===== config.mk =====
export PLATFORM = sky130hd
export DESIGN_NAME = mem_access_unit
export DESIGN_NICKNAME = d
export VERILOG_FILES = /design/src/rtl/mau_pkg.sv /design/src/rtl/mau_load_align.sv /design/src/rtl/mem_access_unit.sv
export SDC_FILE = /design/constraint.sdc
export NUM_CORES = 1
export LEC_CHECK = 0
export ABC_AREA = 0
export BUFFER_PORTS_ARGS = -buffer_cell sky130_fd_sc_hd__buf_2
export CORE_MARGIN = 2
export CORE_UTILIZATION = 49
export DETAILED_ROUTE_END_ITERATION = 10
export HOLD_SLACK_MARGIN = 0.03
export PLACE_DENSITY_LB_ADDON = 0.25
export SLEW_MARGIN = 20
export SYNTH_ARGS = -nofsm -noshare
export SYNTH_HDL_FRONTEND = slang
export SYNTH_SLANG_ARGS = --single-unit

===== constraint.sdc =====
create_clock -name clk -period 4.06 [get_ports clk]
set_input_delay 0.609 -clock clk [delete_from_list [all_inputs] [get_ports clk]]
set_output_delay 0.609 -clock clk [all_outputs]
set_load 0.01 [all_outputs]

===== src/rtl/mau_pkg.sv =====
// Shared encodings for the MIPS MEM-stage load/store unit: access sizes,
// FSM states and byte-lane indices.
package mau_pkg;

  localparam logic [1:0] SIZE_BYTE = 2'b00;
  localparam logic [1:0] SIZE_HALF = 2'b01;
  localparam logic [1:0] SIZE_WORD = 2'b10;

  localparam logic [1:0] LANE_0 = 2'd0;
  localparam logic [1:0] LANE_1 = 2'd1;
  localparam logic [1:0] LANE_2 = 2'd2;
  localparam logic [1:0] LANE_3 = 2'd3;

  typedef enum logic [1:0] {
    ST_IDLE,
    ST_LOAD_WAIT,
    ST_RMW_MERGE
  } state_t;

  // Encoding 11 is treated as a word access.
  function automatic logic is_word_size(input logic [1:0] size);
    return size[1];
  endfunction

endpackage


===== src/rtl/mau_load_align.sv =====
// Lane selection with sign/zero extension for loads; the same lane decode
// yields the byte-lane mask and shift used to insert store data on RMW.
module mau_load_align
  import mau_pkg::*;
#(
  parameter int LEN_DATA = 32
) (
  input  logic [LEN_DATA-1:0] word,
  input  logic [1:0]          lane,
  input  logic [1:0]          size,
  input  logic                is_unsigned,
  output logic [LEN_DATA-1:0] data_ext,
  output logic [LEN_DATA-1:0] lane_mask,
  output logic [4:0]          shift
);

  logic [1:0]          eff_lane;
  logic [LEN_DATA-1:0] shifted;

  always_comb begin
    eff_lane  = lane;
    data_ext  = word;
    lane_mask = '1;
    // Offending low address bits are dropped: halves use addr[1], words lane 0.
    if (is_word_size(size))
      eff_lane = LANE_0;
    else if (size == SIZE_HALF)
      eff_lane = {lane[1], 1'b0};
    shift   = {eff_lane, 3'b000};
    shifted = word >> shift;
    if (size == SIZE_BYTE) begin
      data_ext  = {{(LEN_DATA-8){~is_unsigned & shifted[7]}}, shifted[7:0]};
      lane_mask = {{(LEN_DATA-8){1'b0}}, 8'hFF} << shift;
    end else if (size == SIZE_HALF) begin
      data_ext  = {{(LEN_DATA-16){~is_unsigned & shifted[15]}}, shifted[15:0]};
      lane_mask = {{(LEN_DATA-16){1'b0}}, 16'hFFFF} << shift;
    end
  end

endmodule


===== src/rtl/mem_access_unit.sv =====
// MEM-stage load/store initiator: word stores go straight through, loads and
// sub-word stores take a read round-trip. Optional MAU_ALIGN_CHECK_EN flags
// misaligned half/word requests instead of accessing memory.
module mem_access_unit
  import mau_pkg::*;
#(
  parameter int LEN_DATA = 32,
  parameter int LEN_ADDR = 8
) (
  input  logic                clk,
  input  logic                rst_n,
  input  logic                req_rd,
  input  logic                req_wr,
  input  logic [1:0]          req_size,
  input  logic                req_unsigned,
  input  logic [LEN_ADDR+1:0] req_addr,
  input  logic [LEN_DATA-1:0] req_wdata,
  output logic                stall,
  output logic [LEN_DATA-1:0] rdata,
  output logic                rdata_valid,
  output logic                misaligned,
  output logic [LEN_ADDR-1:0] mem_addr,
  output logic [LEN_DATA-1:0] mem_din,
  output logic                mem_wr,
  output logic                mem_rd,
  input  logic [LEN_DATA-1:0] mem_dout
);

  state_t              state, state_nxt;
  logic                mis_req;
  logic                stall_c, wr_c, rd_c;
  logic [LEN_DATA-1:0] din_c;
  logic [LEN_DATA-1:0] load_ext, lane_mask, merged;
  logic [4:0]          shift;

  mau_load_align #(.LEN_DATA(LEN_DATA)) u_align (
    .word       (mem_dout),
    .lane       (req_addr[1:0]),
    .size       (req_size),
    .is_unsigned(req_unsigned),
    .data_ext   (load_ext),
    .lane_mask  (lane_mask),
    .shift      (shift)
  );

  assign merged = (mem_dout & ~lane_mask) | ((req_wdata << shift) & lane_mask);

`ifdef MAU_ALIGN_CHECK_EN
  assign mis_req = (req_rd | req_wr) &&
                   (((req_size == SIZE_HALF) && req_addr[0]) ||
                    (is_word_size(req_size) && (req_addr[1:0] != LANE_0)));
`else
  assign mis_req = 1'b0;
`endif

  always_ff @(posedge clk or negedge rst_n) begin
    if (!rst_n) state <= ST_IDLE;
    else        state <= state_nxt;
  end

  always_comb begin
    state_nxt = state;
    stall_c   = 1'b0;
    wr_c      = 1'b0;
    rd_c      = 1'b0;
    din_c     = req_wdata;
    case (state)
      ST_IDLE: begin
        if (!mis_req) begin
          if (req_wr) begin
            if (is_word_size(req_size)) begin
              wr_c = 1'b1;
            end else begin
              rd_c      = 1'b1;
              stall_c   = 1'b1;
              state_nxt = ST_RMW_MERGE;
            end
          end else if (req_rd) begin
            rd_c      = 1'b1;
            stall_c   = 1'b1;
            state_nxt = ST_LOAD_WAIT;
          end
        end
      end
      ST_LOAD_WAIT: state_nxt = ST_IDLE;
      ST_RMW_MERGE: begin
        wr_c      = 1'b1;
        din_c     = merged;
        state_nxt = ST_IDLE;
      end
      default: state_nxt = ST_IDLE;
    endcase
  end

  // Gating by rst_n drops strobes the instant reset asserts, abandoning any RMW.
  assign stall      = stall_c & rst_n;
  assign mem_wr     = wr_c & rst_n;
  assign mem_rd     = rd_c & rst_n;
  assign misaligned = mis_req & rst_n & (state == ST_IDLE);
  assign mem_din    = din_c;
  assign mem_addr   = req_addr[LEN_ADDR+1:2];

  always_ff @(posedge clk or negedge rst_n) begin
    if (!rst_n) begin
      rdata       <= '0;
      rdata_valid <= 1'b0;
    end else begin
      rdata_valid <= (state == ST_LOAD_WAIT);
      if (state == ST_LOAD_WAIT) rdata <= load_ext;
    end
  end

endmodule

==> flow_summary.ini <==
[outcome]
outcome = complete, no violations

[setup_path]
r2r.worst_path.cells = 5
cp-endpoint = mem_din[22]
r2r-start = state[1]$_DFFE_PN0P_
r2r_end = rdata[1]$_DFFE_PN0P_
path_class = in -> out
worst-path-max-fanout = 19
cp.required_ns = 3.45
crit_arrival_ns = 2.53
reg2reg_slack_ns = 1.81
cp-startpoint = req_size[0]
end_kind = primary output
critPathLaunchType = input port

[detailed_routing]
routedWlPerCell_um = 18.5
avgViaCountPerCell = 6.18
first_iter_violations = 284
vias = 3207
drc = 0
drt_wl_total_um = 9610
ant_nets = 0
first_pass_iters = 5

[place]
dpl.hpwl_um = 7380
placedCellCount = 512
pre_cts_ws_ns = 0.962
port_buffers = 140
place_area_um2 = 3490
gp_congestion = 0.906

[sta]
final_max_slew_viol_count = 0
slew_headroom_pct = 43.4
final-setup-viol-count = 0
fin_setup_tns_ns = 0
rsz0062_at_grt = no
finalCritPeriodShare_pct = 77.2
finalHoldViolCount = 0
tightest_slew_ns = 0.844
worst_slack_ns = 0.925
post-route-min-period_ns = 3.13
fmax_mhz = 319
finClkSkew_ns = 0.00320

[finish]
syn_to_final_growth_pct = 24.3
antennaDiodeCount = 0
layoutNonFillerInstCount = 519
fin_area_um2 = 3580
fin_util_pct = 64.2
seq_area_um2 = 876
drive_gt1_share_pct = 38.9
fin_nets = 530
final.fill_count = 509
multi_input_area_um2 = 1760

[yosys]
ys_types = 45
synthesis.instances = 331
synth-edff-count = 0
syn_avg_cell_area_um2 = 8.69
async_flop_share_pct = 100
yosysSeqAreaShare_pct = 30.4
ys_ff_latch = 35
synthFlopType = dfrtp_1
yosysWarningCount = 0
syn_nets = 414
netlist_area_um2 = 2880

[floorplan]
fp.dieH_um = 80.6
core_um2 = 5570
pin_count = 158
die_w_um = 80.6
initial_core_util_pct = 51.6
die_area_um2 = 6500
fp-row-count = 27

[cts]
postCtsResizedCells = 0
cts_tree = yes
clock-sinks = 35
cts_hold_buf = 0
numCtsBuffers = 5
cts_buffer_depth = 2
cts_setup_buffers = 0
root_buffer = clkbuf_8
clk_pin_slew_ns = 0.07
insertion_delay_ns = 0.28
htreeDepth = 2

[power_and_ir_drop]
combPwrFrac_pct = 39.3
switchingPower_w = 0.000427
p_int_w = 0.000762
p_leak_nw = 1.77
p_per_area_nw_per_um2 = 332
ir_drop_mv = 0.210
switching_share_pct = 35.9
seqPwrFrac_pct = 39.6
pwr-share-clk_pct = 21.1

[grt]
grt_use_total_pct = 29.8
grt_pass1_vias = 2847
grt_max_degree = 43
grt_pass1_wl_um = 14800
overflow = 0
grt_antenna_before_repair = 0

[hold_path]
hold_class = in -> async

[job]
cap_violations = 0
[synth_stat cells, types with 3 or more instances]
master      n  area share (%)
o21ai_0    19             3.3
nand3_1    29             5.0
a22o_1     22             6.7
nor4b_1     3            0.91
a21oi_1    13             2.3
nand2_1    34             4.4
mux2i_1    24             8.3
nor2_1     17             2.2
buf_2      11             1.9
a2bb2oi_1   8             2.4
nor2b_1     3            0.65
a222oi_1    7             2.4
clkbuf_1    8             1.0
nand2b_1    3            0.65
o22ai_1     8             1.7
a31oi_1     9             2.0
and2_0      7             1.5
buf_6       4             1.6
mux2_2      8             3.1
buf_4      13             3.4
dfrtp_1    35              30
inv_1       4            0.52
a22oi_1     7             1.8
o221ai_1    7             2.1
[power groups by stage]
stage,clock network [W],registers (W),logic (W)
3_3_place_gp,0,0.000476,0.000458
2_1_floorplan,0,0.000510,0.000231
3_5_place_dp,0,0.000478,0.000464
4_1_cts,0.000253,0.000472,0.000466
6_report,0.000250,0.000470,0.000467
5_1_grt,0.000267,0.000481,0.000515
[placed cells by master (no fill, tap or decap), types with 2 or more instances in the layout]
cell type	count
inv_1	4
mux4_2	2
a2bb2oi_1	8
nor2_1	17
a22oi_1	7
ha_1	2
and2_0	7
nor3_1	2
and3_1	2
nor4b_1	3
a21oi_1	13
a21oi_2	2
mux2_2	8
nand2_1	34
nand2b_4	2
mux2i_1	24
a222oi_1	7
nand3_1	29
o221ai_1	7
a31oi_1	9
nand2b_1	3
clkbuf_8	6
dfrtp_1	35
buf_2	140
o21ai_1	2
nor2b_1	3
o22ai_1	8
a22o_1	22
buf_4	6
o21ai_0	19
[metal layers]
metal / track usage (%) / wire length [um] / part of all wire [%] / vias to the layer above
met5: 0 / 0 / 0 / -
met4: 12.7 / 270 / 2.8 / 0
met3: 4.94 / 1020 / 11 / 25
met2: 46.3 / 4420 / 46 / 229
met1: 41.1 / 3910 / 41 / 1472
li1: - / - / - / 1481
[flip-flops by register name, indices dropped and copies added (netlist names)]
signal,count
rdata_valid,1
state,2
rdata,32
[worst min path at each step]
stage	startpoint	cells past startpoint	slack, ns	to
floorplan	rst_n	0	0.31	rdata[0]$_DFFE_PN0P_
global placement	rdata[28]$_DFFE_PN0P_	2	0.47	rdata[28]$_DFFE_PN0P_
detailed placement	rdata[28]$_DFFE_PN0P_	2	0.47	rdata[28]$_DFFE_PN0P_
CTS	rst_n	2	0.37	rdata[15]$_DFFE_PN0P_
global route	rst_n	2	0.39	rdata[13]$_DFFE_PN0P_
finish	rst_n	2	0.36	rdata[12]$_DFFE_PN0P_
[final cells by class]
class                   count  share of cell area [%]
multi-input cells         254                    49.2
flip-flops and latches     35                    24.5
repair buffers            146                    20.9
well taps                  72                    2.52
clock buffers               6                    2.31
inverters                   5                   0.525
clock inverters             1                   0.140
[metrics by stage]
stage          hold WS [ns]  total power, W
6_report              0.357         0.00119
5_1_grt               0.393         0.00126
4_1_cts               0.368         0.00119
3_5_place_dp          0.466        0.000942
3_3_place_gp          0.469        0.000933
2_1_floorplan         0.313        0.000741
[worst max-delay path, stage by stage]
cell	delay (ns)
buf_2	0.22
nor3b_4	0.22
inv_1	0.12
ha_1	0.19
nor2b_1	0.13
a211oi_2	0.20
buf_4	0.19
nand2b_1	0.32
o21ai_0	0.16
buf_2	0.16
[logic make-up after synthesis]
logic type	count (synthesis)	share of synthesized area, %
fa+ha+maj	2	0.869
compound gates	108	27.4
flops	35	30.4
other cells	1	0.130
mux	34	13.0
simple gates	109	19.4
buf+inv	42	8.69
(Power assumes the default switching activity.)
